**src/rtl/acq_sequencer.sv**
```systemverilog
// rtl/acq_sequencer.sv - trigger-armed acquisition sequencer with delay, capture window and trigger stats
//
// Arms on a register command, accepts one start_pulse as a trigger, waits a
// programmable delay, then gates capture_en for a programmed number of
// sample_valid strobes. Accepted triggers are timestamped and counted;
// start_pulses that arrive while the sequence is running are counted as misses.
//
// Ports:
//   clk, rst      system clock, synchronous active-high reset
//   arm, abort    one-cycle commands (abort has priority)
//   continuous    re-arm after each capture when latched high
//   delay_cfg     trigger-to-capture delay in clk cycles
//   length_cfg    samples per capture (0 behaves as 1)
//   start_pulse   sync pulse from the input formatter
//   sample_valid  sample strobe from the readout datapath
//   capture_en    registered capture window gate
//   busy          high in every state except IDLE
//   done          one-cycle pulse at the end of each capture
//   trig_time     timestamp of the last accepted trigger
//   trig_count    accepted triggers (wraps)
//   miss_count    triggers seen while busy (saturates)
module acq_sequencer #(
    parameter int DELAY_WIDTH = 16,
    parameter int LEN_WIDTH   = 32,
    parameter int TS_WIDTH    = 48,
    parameter int MISS_WIDTH  = 16
) (
    input  logic                   clk,
    input  logic                   rst,
    input  logic                   arm,
    input  logic                   abort,
    input  logic                   continuous,
    input  logic [DELAY_WIDTH-1:0] delay_cfg,
    input  logic [LEN_WIDTH-1:0]   length_cfg,
    input  logic                   start_pulse,
    input  logic                   sample_valid,
    output logic                   capture_en,
    output logic                   busy,
    output logic                   done,
    output logic [TS_WIDTH-1:0]    trig_time,
    output logic [31:0]            trig_count,
    output logic [MISS_WIDTH-1:0]  miss_count
);

    typedef enum logic [2:0] {
        S_IDLE,
        S_ARMED,
        S_DELAY,
        S_CAPTURE,
        S_DONE
    } state_t;

    state_t state;
    state_t state_next;

    logic [DELAY_WIDTH-1:0] delay_sh;
    logic [DELAY_WIDTH-1:0] delay_cnt;
    logic [LEN_WIDTH-1:0]   len_sh;
    logic [LEN_WIDTH-1:0]   len_eff;
    logic [LEN_WIDTH-1:0]   sample_cnt;
    logic                   cont_sh;
    logic [TS_WIDTH-1:0]    ts;

    logic accept;
    logic latch;
    logic miss;
    logic last_sample;

    // A programmed length of zero still captures one sample.
    assign len_eff     = (len_sh == '0) ? LEN_WIDTH'(1) : len_sh;
    assign last_sample = sample_valid && ((sample_cnt + LEN_WIDTH'(1)) == len_eff);

    // Misses are judged on the current state, so the DONE cycle counts too.
    assign miss = start_pulse &&
                  ((state == S_DELAY) || (state == S_CAPTURE) || (state == S_DONE));

    always_ff @(posedge clk) begin
        if (rst) begin
            state <= S_IDLE;
        end else begin
            state <= state_next;
        end
    end

    always_comb begin
        state_next = state;
        accept     = 1'b0;
        latch      = 1'b0;
        case (state)
            S_IDLE: begin
                if (arm) begin
                    latch      = 1'b1;
                    state_next = S_ARMED;
                end
            end
            S_ARMED: begin
                if (start_pulse) begin
                    accept     = 1'b1;
                    state_next = (delay_sh == '0) ? S_CAPTURE : S_DELAY;
                end
            end
            S_DELAY: begin
                // delay_cnt enters at the shadow delay, so hitting 1 gives D cycles here
                if (delay_cnt <= DELAY_WIDTH'(1)) begin
                    state_next = S_CAPTURE;
                end
            end
            S_CAPTURE: begin
                if (last_sample) begin
                    state_next = S_DONE;
                end
            end
            S_DONE: begin
                state_next = cont_sh ? S_ARMED : S_IDLE;
            end
            default: begin
                state_next = S_IDLE;
            end
        endcase
        if (abort) begin
            state_next = S_IDLE;
            accept     = 1'b0;
            latch      = 1'b0;
        end
    end

    always_ff @(posedge clk) begin
        if (rst) begin
            capture_en <= 1'b0;
            busy       <= 1'b0;
            done       <= 1'b0;
            trig_time  <= '0;
            trig_count <= '0;
            miss_count <= '0;
            ts         <= '0;
            delay_sh   <= '0;
            len_sh     <= '0;
            cont_sh    <= 1'b0;
            delay_cnt  <= '0;
            sample_cnt <= '0;
        end else begin
            // Status outputs are decoded from the next state so they line up with state.
            capture_en <= (state_next == S_CAPTURE);
            busy       <= (state_next != S_IDLE);
            done       <= (state_next == S_DONE);
            ts         <= ts + TS_WIDTH'(1);

            if (latch) begin
                delay_sh <= delay_cfg;
                len_sh   <= length_cfg;
                cont_sh  <= continuous;
            end

            if (accept) begin
                trig_time  <= ts;
                trig_count <= trig_count + 32'd1;
                delay_cnt  <= delay_sh;
            end else if (state == S_DELAY) begin
                delay_cnt <= delay_cnt - DELAY_WIDTH'(1);
            end

            if (state != S_CAPTURE) begin
                sample_cnt <= '0;
            end else if (sample_valid) begin
                sample_cnt <= sample_cnt + LEN_WIDTH'(1);
            end

            if (miss && (miss_count != '1)) begin
                miss_count <= miss_count + MISS_WIDTH'(1);
            end
        end
    end

endmodule

```
**config.mk**
```make
export PLATFORM = sky130hd
export DESIGN_NAME = acq_sequencer
export DESIGN_NICKNAME = d
export VERILOG_FILES = /design/src/rtl/acq_sequencer.sv
export SDC_FILE = /design/constraint.sdc
export NUM_CORES = 1
export LEC_CHECK = 0
export CAP_MARGIN = 25
export CORE_UTILIZATION = 45
export CTS_BUF_LIST = sky130_fd_sc_hd__clkbuf_4 sky130_fd_sc_hd__clkbuf_8
export CTS_CLUSTER_DIAMETER = 60
export CTS_CLUSTER_SIZE = 24
export DETAILED_ROUTE_END_ITERATION = 16
export PLACE_DENSITY = 0.71
export SLEW_MARGIN = 20
export SYNTH_ARGS = -nofsm -noshare
export SYNTH_HDL_FRONTEND = slang
export SYNTH_SLANG_ARGS = --single-unit
```
**constraint.sdc**
```tcl
create_clock -name clk -period 2.4 [get_ports clk]
set_input_delay 0.48 -clock clk [delete_from_list [all_inputs] [get_ports clk]]
set_output_delay 0.48 -clock clk [all_outputs]
set_load 0.05 [all_outputs]
```
==> impl_metrics.sql <==
INSERT INTO impl_metrics (metric_group, metric, value, unit) VALUES
('place', 'place.gp.congestion', '0.903', ''),
('layout', 'finish.net_count', '1687', ''),
('clocking', 'cts_tree', 'built', ''),
('power_and_ir_drop', 'pwr-share-clk', '0.344', ''),
('logic_synthesis', 'ys_types', '64', ''),
('logic_synthesis', 'synthArstFlopShare', '0', ''),
('run_status', 'violations', 'negative setup slack', ''),
('worst_setup_path', 'r2r_cells', '7', ''),
('place', 'port_buffers', '153', ''),
('route', 'routed_wire_length_per_instance', '15.0', 'um'),
('clocking', 'htree_num_levels', '1', ''),
('timing', 'slew_at_the_pin_closest_to_its_max_slew_limit', '684', 'ps'),
('global_routing', 'first_pass_grt_wire_length', '48700', 'um'),
('power_and_ir_drop', 'share_comb_of_total_power', '0.081', ''),
('power_and_ir_drop', 'power.share.switching', '0.259', ''),
('worst_setup_path', 'critical_path.startpoint', 'sample_cnt[19]', ''),
('global_routing', 'grt_overflow_total', '0', ''),
('die', 'floorplan_die_width', '161', 'um'),
('die', 'rows', '57', ''),
('power_and_ir_drop', 'total_internal_power', '0.00543', 'W'),
('logic_synthesis', 'synth.cell_area', '0.0113', 'mm2'),
('power_and_ir_drop', 'ir_drop', '0.000515', 'V'),
('global_routing', 'maximum_number_of_pins_on_one_net_before_global_route_repair', '152', ''),
('power_and_ir_drop', 'switching_power', '0.00189', 'W'),
('layout', 'post-route-cell-area', '0.0144', 'mm2'),
('power_and_ir_drop', 'sequentialPowerShare', '0.575', ''),
('die', 'die_h', '161', 'um'),
('route', 'route.detailed.drc', '0', ''),
('die', 'fp.coreArea', '0.0245', 'mm2'),
('worst_setup_path', 'crit_arrival', '2900', 'ps'),
('clocking', 'clock_insertion_delay_worst_skew', '550', 'ps'),
('hold_path', 'hold_path.class', 'input port to register', ''),
('layout', 'finish.utilization', '0.590', ''),
('run_status', 'status', 'finished, violations left', ''),
('logic_synthesis', 'yosys_warnings', '0', ''),
('route', 'detailedRoute.firstIterationViolations', '600', ''),
('worst_setup_path', 'critical-path-max-stage-delay', '520', 'ps'),
('power_and_ir_drop', 'power.density', '507', 'mW/mm2'),
('worst_setup_path', 'path_cells', 'nand4_4 > or4_4 > a2111oi_4 > o22ai_2 > or4b_4 > nor4_4 > nor3b_2', ''),
('logic_synthesis', 'yosysTopAreaCellShare', '0.437', ''),
('place', 'dp.final_hpwl', '21000', 'um'),
('power_and_ir_drop', 'report.power.total', '0.00732', 'W'),
('timing', 'setup_slack', '-79.0', 'ps'),
('clocking', 'cts.hold.buffers_added', '0', ''),
('timing', 'finalSetupViolCount', '2', ''),
('worst_setup_path', 'timing.critical_path.required', '2820', 'ps'),
('place', 'dpl_cell_area', '0.0138', 'mm2'),
('run', 'timing.max_cap.violations', '0', ''),
('clocking', 'cts.root.buffer_cell', 'clkbuf_8', ''),
('clocking', 'cts_sinks', '247', ''),
('logic_synthesis', 'avgSynthCellArea', '7.96', 'um2'),
('worst_setup_path', 'critical_path.reg2reg.endpoint', 'capture_en', ''),
('timing', 'fin_setup_tns', '-139', 'ps'),
('timing', 'fmax', '0.403', 'GHz'),
('layout', 'ff_latch_area', '0.00497', 'mm2'),
('layout', 'area_growth', '27.6', '%'),
('timing', 'hold_viol', '0', ''),
('worst_setup_path', 'worstSetupEndpoint', 'capture_en', ''),
('die', 'design.die.area', '0.0258', 'mm2'),
('logic_synthesis', 'ys_ff_latch', '247', ''),
('timing', 'max-slew-margin-rel', '0.544', ''),
('die', 'initial_utilization', '0.462', ''),
('worst_setup_path', 'timing.critical_path.to_type', 'register', ''),
('logic_synthesis', 'synthCells', '1421', ''),
('timing', 'post-route-period-util', '1.03', ''),
('route', 'avg_vias_per_cell', '5.32', ''),
('layout', 'filler_cell_count', '2217', ''),
('logic_synthesis', 'synth_top_area_cell', 'dfxtp_1', ''),
('route', 'drt_first_pass_iters', '5', ''),
('clocking', 'cts_made_buffers', '19', ''),
('logic_synthesis', 'syn_nets', '1482', '');
-- metal layers --
layer / track usage / part of all wire / vias up
met5: 0 / 0 / -
met4: 0.0823 / 0.034 / 0
met3: 0.0449 / 0.062 / 63
met2: 0.380 / 0.47 / 247
met1: 0.284 / 0.43 / 4851
li1: - / - / 5290
-- metrics by stage --
stage                     cells  setup slack (ps)  hold slack, ps
after global placement     1922             -97.7             436
after global routing       1962              -174             228
after CTS                  1956              -102             219
after floorplan            1421             -34.2             426
after detailed placement   1922              -148             446
final                      1963             -79.0             245
-- flip-flops by register name (all words and copies together) (netlist names) --
signal and cells:
miss_count 16, len_sh 32, sample_cnt 32, state 3
trig_count 32, done 1, trig_time 48, delay_cnt 16
busy 1, cont_sh 1, capture_en 1, delay_sh 16
ts 48
-- repair_timing --
| action | 4_1_cts | 5_1_grt |
|---|---|---|
| resized for setup | 10 | 26 |
| setup endpoints to repair | 3 | 28 |
| pin swaps | 6 | 7 |
| setup buffers | 1 | 6 |
-- cell type report --
type	instances	share of cell area
Antenna cell	1	0.000173
Clock buffer	22	0.0201
Clock inverter	11	0.00962
Inverter	27	0.00702
Multi-Input combinational cell	1064	0.420
Sequential cell	247	0.344
Tap cell	324	0.0281
Timing Repair Buffer	267	0.171
-- worst max-delay path, delay by kind of cell, from the launching register on --
| family | cells | cell delay (ps) |
|---|---|---|
| AO/OA/AOI/OAI | 2 | 430 |
| AND/OR/NAND/NOR | 5 | 1580 |
| flip-flops | 1 | 370 |
-- worst min path at each step --
stage                             start       endpoint  slack (ps)  cells past startpoint
after floorplan                   ts[0]          ts[0]         430                      1
after global placement            ts[0]          ts[0]         440                      1
after detailed placement  trig_time[43]  trig_time[43]         450                      2
after CTS                           rst   delay_cnt[1]         220                      2
after global routing                rst   delay_cnt[1]         230                      2
final                               rst   delay_cnt[0]         250                      2
-- Yosys cell counts (5+ instances only) --
cell,number
nand2b_1,5
inv_1,26
a31oi_1,9
nand2_1,274
nor2b_1,8
or4_1,7
or3_1,32
a21oi_1,145
o311ai_0,6
nor2_1,145
or2_2,7
a221oi_1,7
xnor2_1,59
xor2_1,76
and3_1,13
buf_1,6
clkbuf_1,62
and4_1,16
nor4_1,26
nand3_1,54
nor3_1,26
buf_2,12
ha_1,6
dfxtp_1,247
nand4_1,48
o21ai_0,37
-- power by group through the flow --
stage | registers (W) | logic (W) | clock network (W)
2_1_floorplan | 0.00429 | 0.000321 | 0
4_1_cts | 0.00421 | 0.000577 | 0.00260
3_3_place_gp | 0.00430 | 0.000561 | 0
6_report | 0.00421 | 0.000592 | 0.00252
5_1_grt | 0.00422 | 0.000650 | 0.00276
3_5_place_dp | 0.00430 | 0.000566 | 0
-- cells by family after synthesis --
logic type | synth area share
multiplexers | 0.00266
adder cells (fa/ha/maj) | 0.00752
buffers and inverters | 0.0388
AO/OA/AOI/OAI | 0.122
XOR/XNOR | 0.105
flip-flops | 0.437
AND/OR/NAND/NOR | 0.287
Note: power is estimated with default switching activity, not from simulation.
